$ cat config.mk
export PLATFORM = sky130hd
export DESIGN_NAME = chs_controller
export DESIGN_NICKNAME = d
export VERILOG_FILES = /design/src/rtl/chs_pkg.sv /design/src/rtl/chs_tick_gen.sv /design/src/rtl/chs_controller.sv
export SDC_FILE = /design/constraint.sdc
export NUM_CORES = 1
export LEC_CHECK = 0
export ABC_CLOCK_PERIOD_IN_PS = 2900
export BUFFER_PORTS_ARGS = -buffer_cell sky130_fd_sc_hd__buf_2
export CORE_UTILIZATION = 57
export CTS_BUF_LIST = sky130_fd_sc_hd__clkbuf_16
export CTS_CLUSTER_DIAMETER = 120
export DETAILED_ROUTE_END_ITERATION = 6
export PLACE_DENSITY = 0.8
export SYNTH_ARGS = -nofsm -noshare
export SYNTH_HDL_FRONTEND = slang
export SYNTH_SLANG_ARGS = --single-unit
$ cat constraint.sdc
create_clock -name clk -period 2.9 [get_ports clk]
set_input_delay 0.58 -clock clk [delete_from_list [all_inputs] [get_ports clk]]
set_output_delay 0.58 -clock clk [all_outputs]
set_load 0.03 [all_outputs]
$ cat src/rtl/chs_pkg.sv
// Shared state encoding, default parameters and the error helper for the
// climate heating/cooling sequencer.
package chs_pkg;

  typedef enum logic [2:0] {
    ST_IDLE      = 3'd0,
    ST_RAMP_UP   = 3'd1,
    ST_RUN       = 3'd2,
    ST_RAMP_DOWN = 3'd3,
    ST_LOCKOUT   = 3'd4
  } chs_state_e;

  localparam int unsigned DEF_TICK_DIV      = 1000;
  localparam int unsigned DEF_SPEED_STEP    = 8;
  localparam int unsigned DEF_SPEED_MAX     = 255;
  localparam int unsigned DEF_HYST          = 2;
  localparam int unsigned DEF_LOCKOUT_TICKS = 30;

  // |a - b| computed in 9-bit signed so neither operand order wraps.
  function automatic logic [8:0] abs_err(input logic [7:0] a, input logic [7:0] b);
    logic signed [8:0] d;
    d = $signed({1'b0, a}) - $signed({1'b0, b});
    return d[8] ? $unsigned(-d) : $unsigned(d);
  endfunction

endpackage

$ cat src/rtl/chs_tick_gen.sv
// Control-tick prescaler: tick is high for one clk out of every TICK_DIV.
module chs_tick_gen #(
  parameter int unsigned TICK_DIV = chs_pkg::DEF_TICK_DIV
) (
  input  logic clk,
  input  logic arst,
  output logic tick
);

  localparam int unsigned CW = (TICK_DIV > 1) ? $clog2(TICK_DIV) : 1;
  localparam logic [CW-1:0] LAST = CW'(TICK_DIV - 1);

  logic [CW-1:0] cnt_q, cnt_d;

  always_comb begin
    cnt_d = (cnt_q == LAST) ? '0 : cnt_q + CW'(1);
  end

  always_ff @(posedge clk or negedge arst) begin
    if (!arst) cnt_q <= '0;
    else       cnt_q <= cnt_d;
  end

  assign tick = (cnt_q == LAST);

endmodule

$ cat src/rtl/chs_controller.sv
// Fan/degree sequencer: ramps duty up, holds while tracking the setpoint,
// ramps down, then enforces a lockout before the next cycle.
module chs_controller
  import chs_pkg::*;
#(
  parameter int unsigned TICK_DIV      = DEF_TICK_DIV,
  parameter int unsigned SPEED_STEP    = DEF_SPEED_STEP,
  parameter int unsigned SPEED_MAX     = DEF_SPEED_MAX,
  parameter int unsigned HYST          = DEF_HYST,
  parameter int unsigned LOCKOUT_TICKS = DEF_LOCKOUT_TICKS
) (
  input  logic       clk,
  input  logic       arst,
  input  logic       enable,
  input  logic [7:0] cur_temp,
  input  logic [7:0] set_temp,
  output logic [7:0] speed,
  output logic [7:0] chs_conf,
  output logic       heat,
  output logic       active,
  output logic [2:0] state
);

  localparam int unsigned LW = (LOCKOUT_TICKS > 1) ? $clog2(LOCKOUT_TICKS + 1) : 1;
  localparam logic [LW-1:0] LOCK_LAST = LW'(LOCKOUT_TICKS - 1);
  localparam logic [7:0]    SMAX      = 8'(SPEED_MAX);

  logic tick;

  chs_tick_gen #(.TICK_DIV(TICK_DIV)) u_tick (
    .clk  (clk),
    .arst (arst),
    .tick (tick)
  );

  chs_state_e    state_q;
  logic [7:0]    speed_q, conf_q;
  logic          heat_q, active_q;
  logic [LW-1:0] lock_q;

  logic [8:0] inc9, dec9;
  logic [7:0] spd_up, spd_dn;
  logic       start_ok, reversed;

  // Ramp steps are formed in 9 bits so overshoot clamps instead of wrapping.
  always_comb begin
    inc9     = {1'b0, speed_q} + 9'(SPEED_STEP);
    dec9     = {1'b0, speed_q} - 9'(SPEED_STEP);
    spd_up   = (inc9 > {1'b0, SMAX}) ? SMAX : inc9[7:0];
    spd_dn   = dec9[8] ? '0 : dec9[7:0];
    start_ok = abs_err(cur_temp, set_temp) > 9'(HYST);
    reversed = heat_q ? (cur_temp > set_temp) : (cur_temp < set_temp);
  end

  always_ff @(posedge clk or negedge arst) begin
    if (!arst) begin
      state_q  <= ST_IDLE;
      speed_q  <= '0;
      conf_q   <= '0;
      heat_q   <= 1'b0;
      active_q <= 1'b0;
      lock_q   <= '0;
    end else begin
      case (state_q)
        ST_IDLE: begin
          if (tick && enable && start_ok) begin
            state_q  <= ST_RAMP_UP;
            heat_q   <= (cur_temp < set_temp);
            conf_q   <= set_temp;
            active_q <= 1'b1;
          end
        end
        ST_RAMP_UP: begin
          if (!enable) begin
            state_q <= ST_RAMP_DOWN;
          end else if (tick) begin
            speed_q <= spd_up;
            if (spd_up == SMAX) state_q <= ST_RUN;
          end
        end
        ST_RUN: begin
          if (!enable) begin
            state_q <= ST_RAMP_DOWN;
          end else if (tick) begin
            conf_q <= set_temp;
            if ((cur_temp == set_temp) || reversed) state_q <= ST_RAMP_DOWN;
          end
        end
        ST_RAMP_DOWN: begin
          if (tick) begin
            speed_q <= spd_dn;
            if (spd_dn == '0) begin
              state_q  <= ST_LOCKOUT;
              lock_q   <= '0;
              active_q <= 1'b0;
            end
          end
        end
        ST_LOCKOUT: begin
          if (tick) begin
            if (lock_q == LOCK_LAST) begin
              state_q <= ST_IDLE;
              lock_q  <= '0;
            end else begin
              lock_q <= lock_q + LW'(1);
            end
          end
        end
        default: state_q <= ST_IDLE;
      endcase
    end
  end

  assign speed    = speed_q;
  assign chs_conf = conf_q;
  assign heat     = heat_q;
  assign active   = active_q;
  assign state    = state_q;

endmodule

==> results by group, run 1 <==
Synthesis
  – Synth area leaders: dfrtp_1 34%, ha_1 7.0%, nor2_1 4.3%, a21oi_1 4.1%, mux2_2 3.8%
  – Post-Synth Simple-Gate Area: 0.221
  – Synth Area in Compound Gates: 0.217
  – Netlist cell types: 59
  – Ys async rst share: 1.00
  – Avg Cell Area, Syn: 8.57 µm²
  – Mapped Cells: roughly 310
  – Largest family of logic cells by synthesized area: simple AND/OR/NAND/NOR gates
  – Seq/Total Area, Yosys: 0.336
  – Synth warn: 0
  – Most common cell in the netlist: dfrtp_1
  – Yosys reg bits: 36
  – Primary FF master, synth: dfrtp_1
  – Multiplexer area fraction after synthesis: 0.0537
  – Post-synth top area cell: dfrtp_1
  – Synth cell count leaders: 36 x dfrtp_1, 31 x nor2_1, 22 x a21oi_1, 22 x nand2_1, 20 x o21ai_0
  – Post-synth top area share: 0.336
  – Xor-xnor portion of the synthesized cell area: 0.0518
  – Post-Synth Adder-Cell Area: 0.0775
  – Synth Cell Area: 2680 µm²
  – Syn nets: 348
  – Post-synth EDFFs: 0

Pwr
  – Net Sw Frac: 0.338
  – Clock share of power: 0.311
  – Pint: 0.00111 W
  – PwrDens: 468 nW/µm²
  – Reg power frac: 0.322
  – NetSw: ~0.00057 W
  – Leakage: 1.72 nW
  – VDD IR-drop max: 0.268 mV
  – Combinational Power Share: 0.367

Floorplanning
  – Die Height: slightly above 70 µm
  – Die Span X: roughly 71 µm
  – Initial core utilization: 0.603
  – Die area: 4980 µm²
  – Ports: 40
  – Num rows: 24
  – Area of the core: 4440 µm²

GRT
  – GR Util met1: 0.352
  – Initial antenna violation count: 0
  – Met3 Use GR: 0.0613
  – Global-route wire length before repair: around 12000 µm
  – Largest net degree at the start of global routing: 37
  – Grt total ovfl: 0
  – Busiest grt layer: met2
  – Vias in the first global route: 2677
  – GRT Resource Usage Total: 0.311
  – Grt met2 use: 0.537

Run
  – MaxCap Viol Count: 0

Critical path
  – Setup crit end: chs_conf[6]$_DFFE_PN0P_
  – Critical path origin: cur_temp[0]
  – Crit. End Element: flip-flop
  – Crit path kind: in -> reg
  – CP arrival: ~3.6 ns
  – R2R depth: 11
  – Worst endpoint required time: 3.06 ns
  – Worst R2R End: state[0]$_DFFE_PN0P_
  – Worst-path fanout max: 8
  – Critical R2R Launch: speed[4]$_DFFE_PN0P_
  – Critical path launch point type: input port
  – Reg2reg setup slack: 0.30 ns

STA
  – FMAX: 291 MHz
  – Worst-Margin Slew: 0.822 ns
  – Final worst path period share: 1.19
  – Fin Setup TNS: -5.01 ns
  – Relative slew slack: 0.452
  – # setup viols final: 11
  – Worst Setup Slack, final: -0.540 ns
  – Final Max Tran Viols: 0
  – Clock Skew: ~0.0042 ns
  – RSZ-0062 raised after global routing: yes
  – Final min period: about 3.4 ns
  – Final Hold Viols: 0

Drt
  – # DRC: 6
  – Detailed Routing Iterations Pass 1: 6
  – Post-route ant nets: 0
  – Vias: 2778
  – WL/cell: 17.7 µm
  – Post-Route WL: 7910 µm
  – DRT iter0 DRCs: 229
  – Via/cell ratio: 6.21

Final layout
  – Post-Layout Cell Count: about 450
  – Nets: 429
  – Area growth, synth to finish: 33.2%
  – N_diodes: 0
  – Fin area: 3570 µm²
  – FILL cells: 279
  – Ratio of cells with drive above 1 in the final layout: 0.339

Placement
  – DP Worst Slack: -0.680 ns
  – Placed insts: 432
  – GP Congestion: 0.979
  – PortBufs: 39
  – Placed Area: 3250 µm²
  – Dpl hpwl: 4950 µm

Clocking
  – CTS Buffer Depth: 2
  – H-Tree Depth: 2
  – Hold buffer count at CTS: 0
  – Clock Latency Late Sink: 0.28 ns
  – CTS clk-pin slew, worst paths: 0.06 ns
  – Root Driver: clkbuf_16
  – CTS tree: built
  – Inserted Clock Buffers: 5
  – Sink Count: 36

Worst hold path
  – Tightest Hold Check Type: in -> async

Run status
  – Status: finished, violations left
  – Failing checks: DRC, setup timing
==> worst min path at each step <==
stage / startpoint / end / slack (ns) / depth (start not counted)
3_5_place_dp: chs_conf[6]$_DFFE_PN0P_ / chs_conf[6]$_DFFE_PN0P_ / 0.48 / 1
5_1_grt: arst / u_tick.cnt_q[4]$_DFF_PN0_ / 0.47 / 1
3_3_place_gp: u_tick.cnt_q[0]$_DFF_PN0_ / u_tick.cnt_q[0]$_DFF_PN0_ / 0.47 / 1
4_1_cts: arst / chs_conf[5]$_DFFE_PN0P_ / 0.43 / 1
6_report: arst / chs_conf[1]$_DFFE_PN0P_ / 0.40 / 1
2_1_floorplan: arst / active$_DFFE_PN0P_ / 0.28 / 0
==> flip-flops by register name, indices dropped and copies added, names as in the netlist <==
register / flops
speed: 8
lock_q: 5
state: 3
u_tick.cnt_q: 10
heat: 1
chs_conf: 8
active: 1
==> worst max-delay path: stages <==
cell      delay, ns
buf_8          0.11
inv_12         0.04
ha_4           0.12
inv_2          0.04
fa_2           0.41
a211oi_4       0.33
buf_6          0.16
nor2_4         0.05
a21oi_2        0.24
nor3b_1        0.12
o31ai_2        0.20
nand4_1        0.14
buf_4          0.18
o41ai_4        0.34
buf_6          0.21
mux2_1         0.34
==> power groups by stage <==
stage / Clock (W) / Sequential (W) / Combinational (W)
after global routing: 0.000546 / 0.000539 / 0.000654
after global placement: 0 / 0.000543 / 0.000506
after detailed placement: 0 / 0.000544 / 0.000519
after floorplan: 0 / 0.000557 / 0.000318
final: 0.000520 / 0.000538 / 0.000614
after CTS: 0.000526 / 0.000536 / 0.000561
==> metal layers <==
metal / vias to the layer above / share of wire
li1: 1291 / -
met1: 1289 / 0.38
met2: 149 / 0.49
met3: 49 / 0.067
met4: 0 / 0.066
met5: - / 0
==> stage by stage <==
stage | hold slack [ns] | power [W] | util
2_1_floorplan | 0.284 | 0.000875 | -
3_3_place_gp | 0.474 | 0.00105 | 0.731
3_5_place_dp | 0.479 | 0.00106 | 0.731
4_1_cts | 0.431 | 0.00162 | 0.790
5_1_grt | 0.471 | 0.00174 | 0.803
6_report | 0.395 | 0.00167 | 0.803
==> final cells by class <==
cell class | count | area (µm²) | area share
Multi-Input combinational cell | 247 | 1810 | 0.507
Tap cell | 52 | 65.1 | 0.0182
Clock buffer | 5 | 125 | 0.0350
Clock inverter | 3 | 15.0 | 0.00420
Inverter | 17 | 76.3 | 0.0214
Timing Repair Buffer | 87 | 577 | 0.162
Sequential cell | 36 | 901 | 0.252
==> kinds of logic after synthesis <==
family / count (synthesis)
AOI/OAI and AO/OA: 84
xor gates and xnor gates: 15
adders and majority gates: 16
buffers and inverters: 30
DFF: 36
muxes: 13
and+or+nand+nor: 119
==> timing repair <==
action                     4_1_cts  5_1_grt
buffers inserted                 6        1
resized for setup               20       11
setup endpoints to repair       11       11
pin swaps                        7       12
==> placed cells by master (no fill, tap or decap), drive strengths merged, types with 7 or more instances in the layout <==
cell type,instances
a21oi,23
nor2,31
buf,87
o21ai,23
inv,18
nor3,14
mux2,11
dfrtp,36
nand3,14
ha,15
xor2,7
nand2,22
xnor2,8
(Power assumes the default switching activity.)
==> run 2, diff against run 1 <==
Settings changed: ABC_AREA from default to 1, BUFFER_PORTS_ARGS -buffer_cell sky130_fd_sc_hd__buf_2 to default, DONT_BUFFER_PORTS from default to 1, PLACE_DENSITY 0.8 to 0.72.
==> run 2 against run 1 <==
Compared with the run above:
- the run now ends clean
- die area increased by 7.3%
- worst hold slack worse by 0.26 ns
- highest routed layer unchanged
- count of clock-buffer cells in the layout unchanged
- maximum frequency up 35%
- combinational power shrank 59%
==> results by group, run 2 <==
Run status
  – Status: finished, final reports clean (was finished, violations left)

GRT
  – Initial antenna violation count: 0 (unchanged)
  – GRT Resource Usage Total: 0.254 (was 0.311)
  – Vias in the first global route: 2407 (was 2677)
  – Global-route wire length before repair: 10700 µm (was 12000 µm)
  – Largest net degree at the start of global routing: 37 (unchanged)
  – Grt total ovfl: 0 (unchanged)

Clocking
  – Sink Count: 36 (unchanged)
  – H-Tree Depth: 2 (unchanged)
  – Root Driver: clkbuf_16 (unchanged)
  – Inserted Clock Buffers: 5 (unchanged)
  – CTS Buffer Depth: 2 (unchanged)
  – CTS tree: built (unchanged)
  – Clock Latency Late Sink: 0.27 ns (was 0.28 ns)
  – CTS clk-pin slew, worst paths: 0.06 ns (about the same)

Synthesis
  – Synth area leaders: dfrtp_1 31%, nand2_1 16%, inv_1 8.9%, nand3_1 8.0%, ha_1 6.5% (was dfrtp_1 34%, ha_1 7.0%, nor2_1 4.3%, a21oi_1 4.1%, mux2_2 3.8%)
  – Netlist cell types: 38 (was 59)
  – Most common cell in the netlist: nand2_1 (was dfrtp_1)
  – Post-synth top area share: 0.312 (was 0.336)
  – Synth Cell Area: 2880 µm² (was 2680 µm²)
  – Primary FF master, synth: dfrtp_1 (unchanged)
  – Syn nets: 459 (was 348)
  – Post-synth EDFFs: 0 (unchanged)
  – Yosys reg bits: 36 (unchanged)
  – Synth warn: 0 (unchanged)
  – Synth cell count leaders: 120 x nand2_1, 68 x inv_1, 46 x nand3_1 (was 36 x dfrtp_1, 31 x nor2_1, 22 x a21oi_1, 22 x nand2_1, 20 x o21ai_0)
  – Post-synth top area cell: dfrtp_1 (unchanged)
  – Mapped Cells: 424 (was 313)
  – Avg Cell Area, Syn: 6.80 µm² (was 8.57 µm²)
  – Seq/Total Area, Yosys: 0.312 (was 0.336)
  – Ys async rst share: 1.00 (unchanged)

Final layout
  – Max reg flops: 10 (unchanged)
  – Most common cell after layout, fill and taps aside: nand2_1 (was buf_4)
  – Util after Layout: 0.660 (was 0.803)
  – Ratio of cells with drive above 1 in the final layout: 0.101 (was 0.339)
  – Commonest cells after routing, fill and taps aside: 120 x nand2_1, 68 x inv_1, 46 x nand3_1 (was 45 x buf_4, 38 x buf_2, 36 x dfrtp_1)
  – Nets: 468 (was 429)
  – Reg with most FFs: u_tick.cnt_q (unchanged)
  – N_diodes: 0 (unchanged)
  – FILL cells: 449 (was 279)
  – Fin area: 3160 µm² (was 3570 µm²)
  – Register Area: 901 µm² (unchanged)
  – Area growth, synth to finish: 9.59% (was 33.2%)
  – Multi-input logic area: 1660 µm² (was 1810 µm²)

Floorplanning
  – Initial core utilization: 0.603 (about the same)
  – Num rows: 25 (was 24)
  – Die area: 5350 µm² (was 4980 µm²)
  – Die Span X: 73.1 µm (was 70.6 µm)
  – Die Height: 73.1 µm (was 70.6 µm)
  – Ports: 40 (unchanged)
  – Area of the core: 4790 µm² (was 4440 µm²)

Drt
  – # DRC: 0 (was 6)
  – Vias: 2673 (was 2778)
  – DRT iter0 DRCs: 94 (was 229)
  – Detailed Routing Iterations Pass 1: 4 (was 6)
  – Via/cell ratio: 5.34 (was 6.21)
  – Post-route ant nets: 0 (unchanged)
  – Post-Route WL: 6300 µm (was 7910 µm)
  – WL/cell: 12.6 µm (was 17.7 µm)

Critical path
  – Worst-path fanout max: 6 (was 8)
  – Critical R2R Launch: speed[4]$_DFFE_PN0P_ (unchanged)
  – Critical path launch point type: flip-flop (was input port)
  – Worst R2R End: state[0]$_DFFE_PN0P_ (unchanged)
  – Worst endpoint required time: 3.06 ns (about the same)
  – Reg2reg setup slack: 0.35 ns (was 0.30 ns)
  – Crit path kind: reg -> reg (was in -> reg)
  – CP arrival: 2.71 ns (was 3.60 ns)
  – R2R depth: 15 (was 11)
  – Critical path origin: speed[4]$_DFFE_PN0P_ (was cur_temp[0])
  – Crit. End Element: flip-flop (unchanged)
  – Setup crit end: state[0]$_DFFE_PN0P_ (was chs_conf[6]$_DFFE_PN0P_)

STA
  – Final Max Tran Viols: 0 (unchanged)
  – # setup viols final: 0 (was 11)
  – Relative slew slack: 0.610 (was 0.452)
  – FMAX: 392 MHz (was 291 MHz)
  – Final Hold Viols: 0 (unchanged)
  – Fin Setup TNS: 0 ns (was -5.01 ns)
  – Worst-Margin Slew: 0.580 ns (was 0.822 ns)
  – Worst Setup Slack, final: 0.347 ns (was -0.540 ns)
  – Clock Skew: 0.00532 ns (was 0.00423 ns)
  – RSZ-0062 raised after global routing: no (was yes)
  – Final worst path period share: 0.880 (was 1.19)
  – Final min period: 2.55 ns (was 3.44 ns)

Pwr
  – Net Sw Frac: 0.280 (was 0.338)
  – Total Power: 0.00138 W (was 0.00167 W)
  – Clock share of power: 0.441 (was 0.311)
  – NetSw: 0.000387 W (was 0.000565 W)
  – VDD IR-drop max: 0.323 mV (was 0.268 mV)
  – Leakage: 1.69 nW (was 1.72 nW)
  – Pint: 0.000997 W (was 0.00111 W)
  – Combinational Power Share: 0.183 (was 0.367)
  – Reg power frac: 0.375 (was 0.322)
  – PwrDens: 438 nW/µm² (was 468 nW/µm²)

Placement
  – PortBufs: 0 (was 39)
  – GP Congestion: 0.857 (was 0.979)
  – Placed Area: 2970 µm² (was 3250 µm²)
  – Dpl hpwl: 4940 µm (was 4950 µm)
  – DP Worst Slack: 0.0708 ns (was -0.680 ns)

Run
  – MaxCap Viol Count: 0 (unchanged)

Worst hold path
  – Tightest Hold Check Type: in -> async (unchanged)
==> run 2: cell types whose count changed after synthesis, moves of 8 or more <==
cell      delta
inv_1       +51
clkbuf_1    -11
o21ai_0      -8
nand3_1     +32
nand2_1     +98
mux2_2       -9
==> run 2: how the worst min path moves through the flow <==
| stage | to | slack, ns | cells after the start | from |
|---|---|---|---|---|
| final | u_tick.cnt_q[2]$_DFF_PN0_ | 0.13 | 1 | arst |
| after global placement | u_tick.cnt_q[2]$_DFF_PN0_ | 0.29 | 0 | arst |
| after detailed placement | u_tick.cnt_q[3]$_DFF_PN0_ | 0.29 | 0 | arst |
| after CTS | u_tick.cnt_q[3]$_DFF_PN0_ | 0.14 | 1 | arst |
| after floorplan | active$_DFFE_PN0P_ | 0.28 | 0 | arst |
| after global routing | u_tick.cnt_q[2]$_DFF_PN0_ | 0.15 | 1 | arst |
==> run 2: critical path, stage by stage (launching register included) <==
cell      delay, ns
dfrtp_1        0.68
inv_1          0.13
ha_1           0.33
nand2_1        0.10
nand4_1        0.09
nor2_1         0.10
nand3b_1       0.08
nand2_1        0.19
o21bai_1       0.14
o21ai_1        0.10
nand2_1        0.06
nand2_1        0.05
nor2_2         0.15
nand3_2        0.11
nand2_1        0.07
nand2_1        0.05
==> run 2: cell families after synthesis <==
kind of cell    count (synthesis)  synth area share
simple gates                  240             0.390
buf+inv                        80             0.111
compound gates                 42            0.0837
flops                          36             0.312
fa+ha+maj                      16            0.0720
xor+xnor                        9            0.0273
mux                             1           0.00347
==> run 2: power by group through the flow <==
stage               sequential (W)  clock, W  combinational (W)
floorplan                 0.000527         0           0.000197
global placement          0.000528         0           0.000232
detailed placement        0.000528         0           0.000238
CTS                       0.000519  0.000620           0.000253
global route              0.000520  0.000644           0.000293
finish                    0.000519  0.000610           0.000254
==> run 2: metrics by stage <==
step / hold WS, ns / cells
after floorplan: 0.284 / 424
after global placement: 0.285 / 492
after detailed placement: 0.285 / 492
after CTS: 0.140 / 501
after global routing: 0.146 / 501
final: 0.132 / 501
==> run 2: area by class of cell <==
type	instances	area share
Inverter	76	0.0907
Clock inverter	3	0.0135
Sequential cell	36	0.285
Timing Repair Buffer	6	0.0182
Multi-Input combinational cell	308	0.527
Clock buffer	5	0.0396
Tap cell	67	0.0265
==> run 2: repair_timing <==
action	in CTS	in global routing
gates resized for setup	0	0
setup buffers	0	0
setup endpoints to repair	0	0
hold endpoints to repair	36	0
hold buffers	1	0
==> run 2: per-layer routing <==
layer  vias to the layer above  global-route usage  share of wire
met5                         -                   0              0
met4                         0              0.0523         0.0036
met3                         2              0.0470          0.042
met2                        53               0.434           0.48
met1                      1235               0.335           0.47
li1                       1383                   -              -
==> run 3, diff against run 2 <==
--- a/config.mk
+++ b/config.mk
@@ -9,2 +9,3 @@
 export ABC_CLOCK_PERIOD_IN_PS = 2900
+export CORE_MARGIN = 3
 export CORE_UTILIZATION = 57
==> constraint.sdc (replaced) <==
create_clock -name clk -period 2.9 [get_ports clk]
set_input_delay 0.435 -clock clk [delete_from_list [all_inputs] [get_ports clk]]
set_output_delay 0.435 -clock clk [all_outputs]
set_load 0.03 [all_outputs]
==> run 3 against run 2 <==
Compared with the run above:
- register-to-register slack better by 0.02 ns
- clock power barely moved
- final area rose by 0.32%
- final cell count up 0.20%
- maximum frequency is 0.84% higher
- critical path type unchanged
- highest routed layer unchanged
==> results by group, run 3 (synthesized netlist as in run 2, its figures left out) <==
Final layout
  – FILL cells: 458 (was 449)
  – Commonest cells after routing, fill and taps aside: 120 x nand2_1, 68 x inv_1, 46 x nand3_1 (unchanged)
  – Most common cell after layout, fill and taps aside: nand2_1 (unchanged)
  – Post-Layout Cell Count: 502 (was 501)
  – Reg with most FFs: u_tick.cnt_q (unchanged)
  – Ratio of cells with drive above 1 in the final layout: 0.101 (about the same)
  – Max reg flops: 10 (unchanged)
  – N_diodes: 0 (unchanged)
  – Nets: 469 (was 468)
  – Area growth, synth to finish: 9.93% (was 9.59%)

STA
  – Final Max Tran Viols: 0 (unchanged)
  – Fin Setup TNS: 0 ns (unchanged)
  – Worst-Margin Slew: 0.573 ns (was 0.580 ns)
  – Final worst path period share: 0.873 (was 0.880)
  – FMAX: 395 MHz (was 392 MHz)
  – Clock Skew: 0.00430 ns (was 0.00532 ns)
  – RSZ-0062 raised after global routing: no (unchanged)
  – # setup viols final: 0 (unchanged)
  – Final Hold Viols: 0 (unchanged)
  – Final min period: 2.53 ns (was 2.55 ns)
  – Relative slew slack: 0.618 (was 0.610)

Drt
  – # DRC: 0 (unchanged)
  – Detailed Routing Iterations Pass 1: 4 (unchanged)
  – Via/cell ratio: 5.29 (was 5.34)
  – Post-route ant nets: 0 (unchanged)
  – Post-Route WL: 6140 µm (was 6300 µm)
  – Vias: 2657 (was 2673)
  – DRT iter0 DRCs: 138 (was 94)
  – WL/cell: 12.2 µm (was 12.6 µm)

Pwr
  – PwrDens: 434 nW/µm² (was 438 nW/µm²)
  – Pint: 0.000996 W (was 0.000997 W)
  – Leakage: 1.69 nW (about the same)
  – Reg power frac: 0.377 (was 0.375)
  – NetSw: 0.000382 W (was 0.000387 W)
  – Combinational Power Share: 0.181 (was 0.183)
  – Clock share of power: 0.442 (was 0.441)
  – Net Sw Frac: 0.277 (was 0.280)
  – VDD IR-drop max: 0.233 mV (was 0.323 mV)

Placement
  – Placed insts: 492 (unchanged)
  – PortBufs: 0 (unchanged)
  – Dpl hpwl: 4810 µm (was 4940 µm)
  – GP Congestion: 0.886 (was 0.857)

Critical path
  – Critical R2R Launch: speed[4]$_DFFE_PN0P_ (unchanged)
  – Crit. End Element: flip-flop (unchanged)
  – Worst endpoint required time: 3.06 ns (about the same)
  – Crit path cell chain: inv_1 > ha_1 > nand2_1 > nand4_1 > nor2_1 > nand3b_1 > nand2_1 > o21bai_1 > o21ai_1 > nand2_1 > nand2_1 > nor2_2 > nand3_2 > nand2_1 > nand2_1 (unchanged)
  – Worst R2R End: state[0]$_DFFE_PN0P_ (unchanged)
  – Reg2reg setup slack: 0.37 ns (was 0.35 ns)
  – Critical path launch point type: flip-flop (unchanged)
  – CP arrival: 2.70 ns (was 2.71 ns)
  – CP dominant cell by count: nand2_1 (unchanged)
  – Slowest cell delay on critical path: 0.68 ns (about the same)
  – Worst path slowest cell: dfrtp_1 (unchanged)
  – Worst-path fanout max: 6 (unchanged)
  – Crit path kind: reg -> reg (unchanged)
  – R2R depth: 15 (unchanged)

GRT
  – Grt total ovfl: 0 (unchanged)
  – Vias in the first global route: 2494 (was 2407)
  – Global-route wire length before repair: 10900 µm (was 10700 µm)
  – GRT Resource Usage Total: 0.222 (was 0.254)
  – Largest net degree at the start of global routing: 37 (unchanged)
  – Initial antenna violation count: 0 (unchanged)

Clocking
  – CTS resizes: 0 (unchanged)
  – CTS Buffer Depth: 2 (unchanged)
  – Sink Count: 36 (unchanged)
  – Clock Latency Late Sink: 0.28 ns (was 0.27 ns)
  – Hold buffer count at CTS: 2 (was 1)
  – CTS tree: built (unchanged)
  – Inserted Clock Buffers: 5 (unchanged)
  – Root Driver: clkbuf_16 (unchanged)
  – Post-CTS setup buffer count: 0 (unchanged)
  – H-Tree Depth: 2 (unchanged)
  – CTS clk-pin slew, worst paths: 0.06 ns (about the same)

Floorplanning
  – Initial core utilization: 0.599 (was 0.603)
  – Ports: 40 (unchanged)
  – Area of the core: 4820 µm² (was 4790 µm²)
  – Die area: 5950 µm² (was 5350 µm²)
  – Die Span X: 77.1 µm (was 73.1 µm)
  – Num rows: 25 (unchanged)
  – Die Height: 77.1 µm (was 73.1 µm)

Worst hold path
  – Hold depth: 2
  – Tightest Hold Check Type: in -> reg (was in -> async)
  – WHS Endpoint: chs_conf[0]$_DFFE_PN0P_
  – Min-delay src: set_temp[0]

Run
  – MaxCap Viol Count: 0 (unchanged)

Run status
  – Status: finished, final reports clean (unchanged)
run 3: cell types whose count changed in the layout (fill, tap and decap cells not counted), sizes merged:
cell and delta:
dlygate4sd3 +1
run 3: stage by stage:
step | util | hold WS [ns] | power (W) | cell area, µm² | setup slack (ns)
floorplan | - | 0.139 | 0.000724 | 2880 | 0.430
global placement | 0.617 | 0.140 | 0.000757 | 2970 | 0.156
detailed placement | 0.617 | 0.140 | 0.000761 | 2970 | 0.0907
CTS | 0.658 | 0.260 | 0.00139 | 3170 | 0.381
global route | 0.658 | 0.260 | 0.00146 | 3170 | 0.0952
finish | 0.658 | 0.266 | 0.00138 | 3170 | 0.368
run 3: layout make-up:
type | count | area (µm²) | area share
multi-input combinational | 308 | 1660 | 0.525
sequential | 36 | 901 | 0.284
inverter | 76 | 287 | 0.0904
clock buffer | 5 | 125 | 0.0395
tap | 67 | 83.8 | 0.0264
timing repair buffer | 7 | 67.6 | 0.0213
clock inverter | 3 | 42.5 | 0.0134
run 3: critical path: cells and delay by family, from the launching register on:
family | cells | cell delay (ns)
buffers and inverters | 1 | 0.11
AND/OR/NAND/NOR | 11 | 1.07
AO/OA/AOI/OAI | 2 | 0.23
adder cells (fa/ha/maj) | 1 | 0.33
flip-flops | 1 | 0.68
run 3: power by group through the flow:
stage | Sequential, W | Clock [W] | Combinational, W
after CTS | 0.000519 | 0.000621 | 0.000250
after global routing | 0.000519 | 0.000648 | 0.000289
after detailed placement | 0.000528 | 0 | 0.000233
after floorplan | 0.000527 | 0 | 0.000197
final | 0.000519 | 0.000609 | 0.000249
after global placement | 0.000528 | 0 | 0.000229
run 3: worst max path at each step:
stage                    startpoint                      end  slack [ns]
6_report       speed[4]$_DFFE_PN0P_     state[0]$_DFFE_PN0P_        0.37
5_1_grt        speed[4]$_DFFE_PN0P_     state[0]$_DFFE_PN0P_         0.1
4_1_cts                 cur_temp[0]  chs_conf[2]$_DFFE_PN0P_        0.38
3_5_place_dp            cur_temp[0]  chs_conf[6]$_DFFE_PN0P_        0.09
3_3_place_gp            cur_temp[0]  chs_conf[7]$_DFFE_PN0P_        0.16
2_1_floorplan           cur_temp[0]  chs_conf[0]$_DFFE_PN0P_        0.43
run 3: per-layer routing:
layer	global-route usage	share of wire	vias to the layer above
li1	-	-	1384
met1	0.279	0.46	1227
met2	0.389	0.50	40
met3	0.0352	0.029	6
met4	0.0694	0.013	0
met5	0	0	-
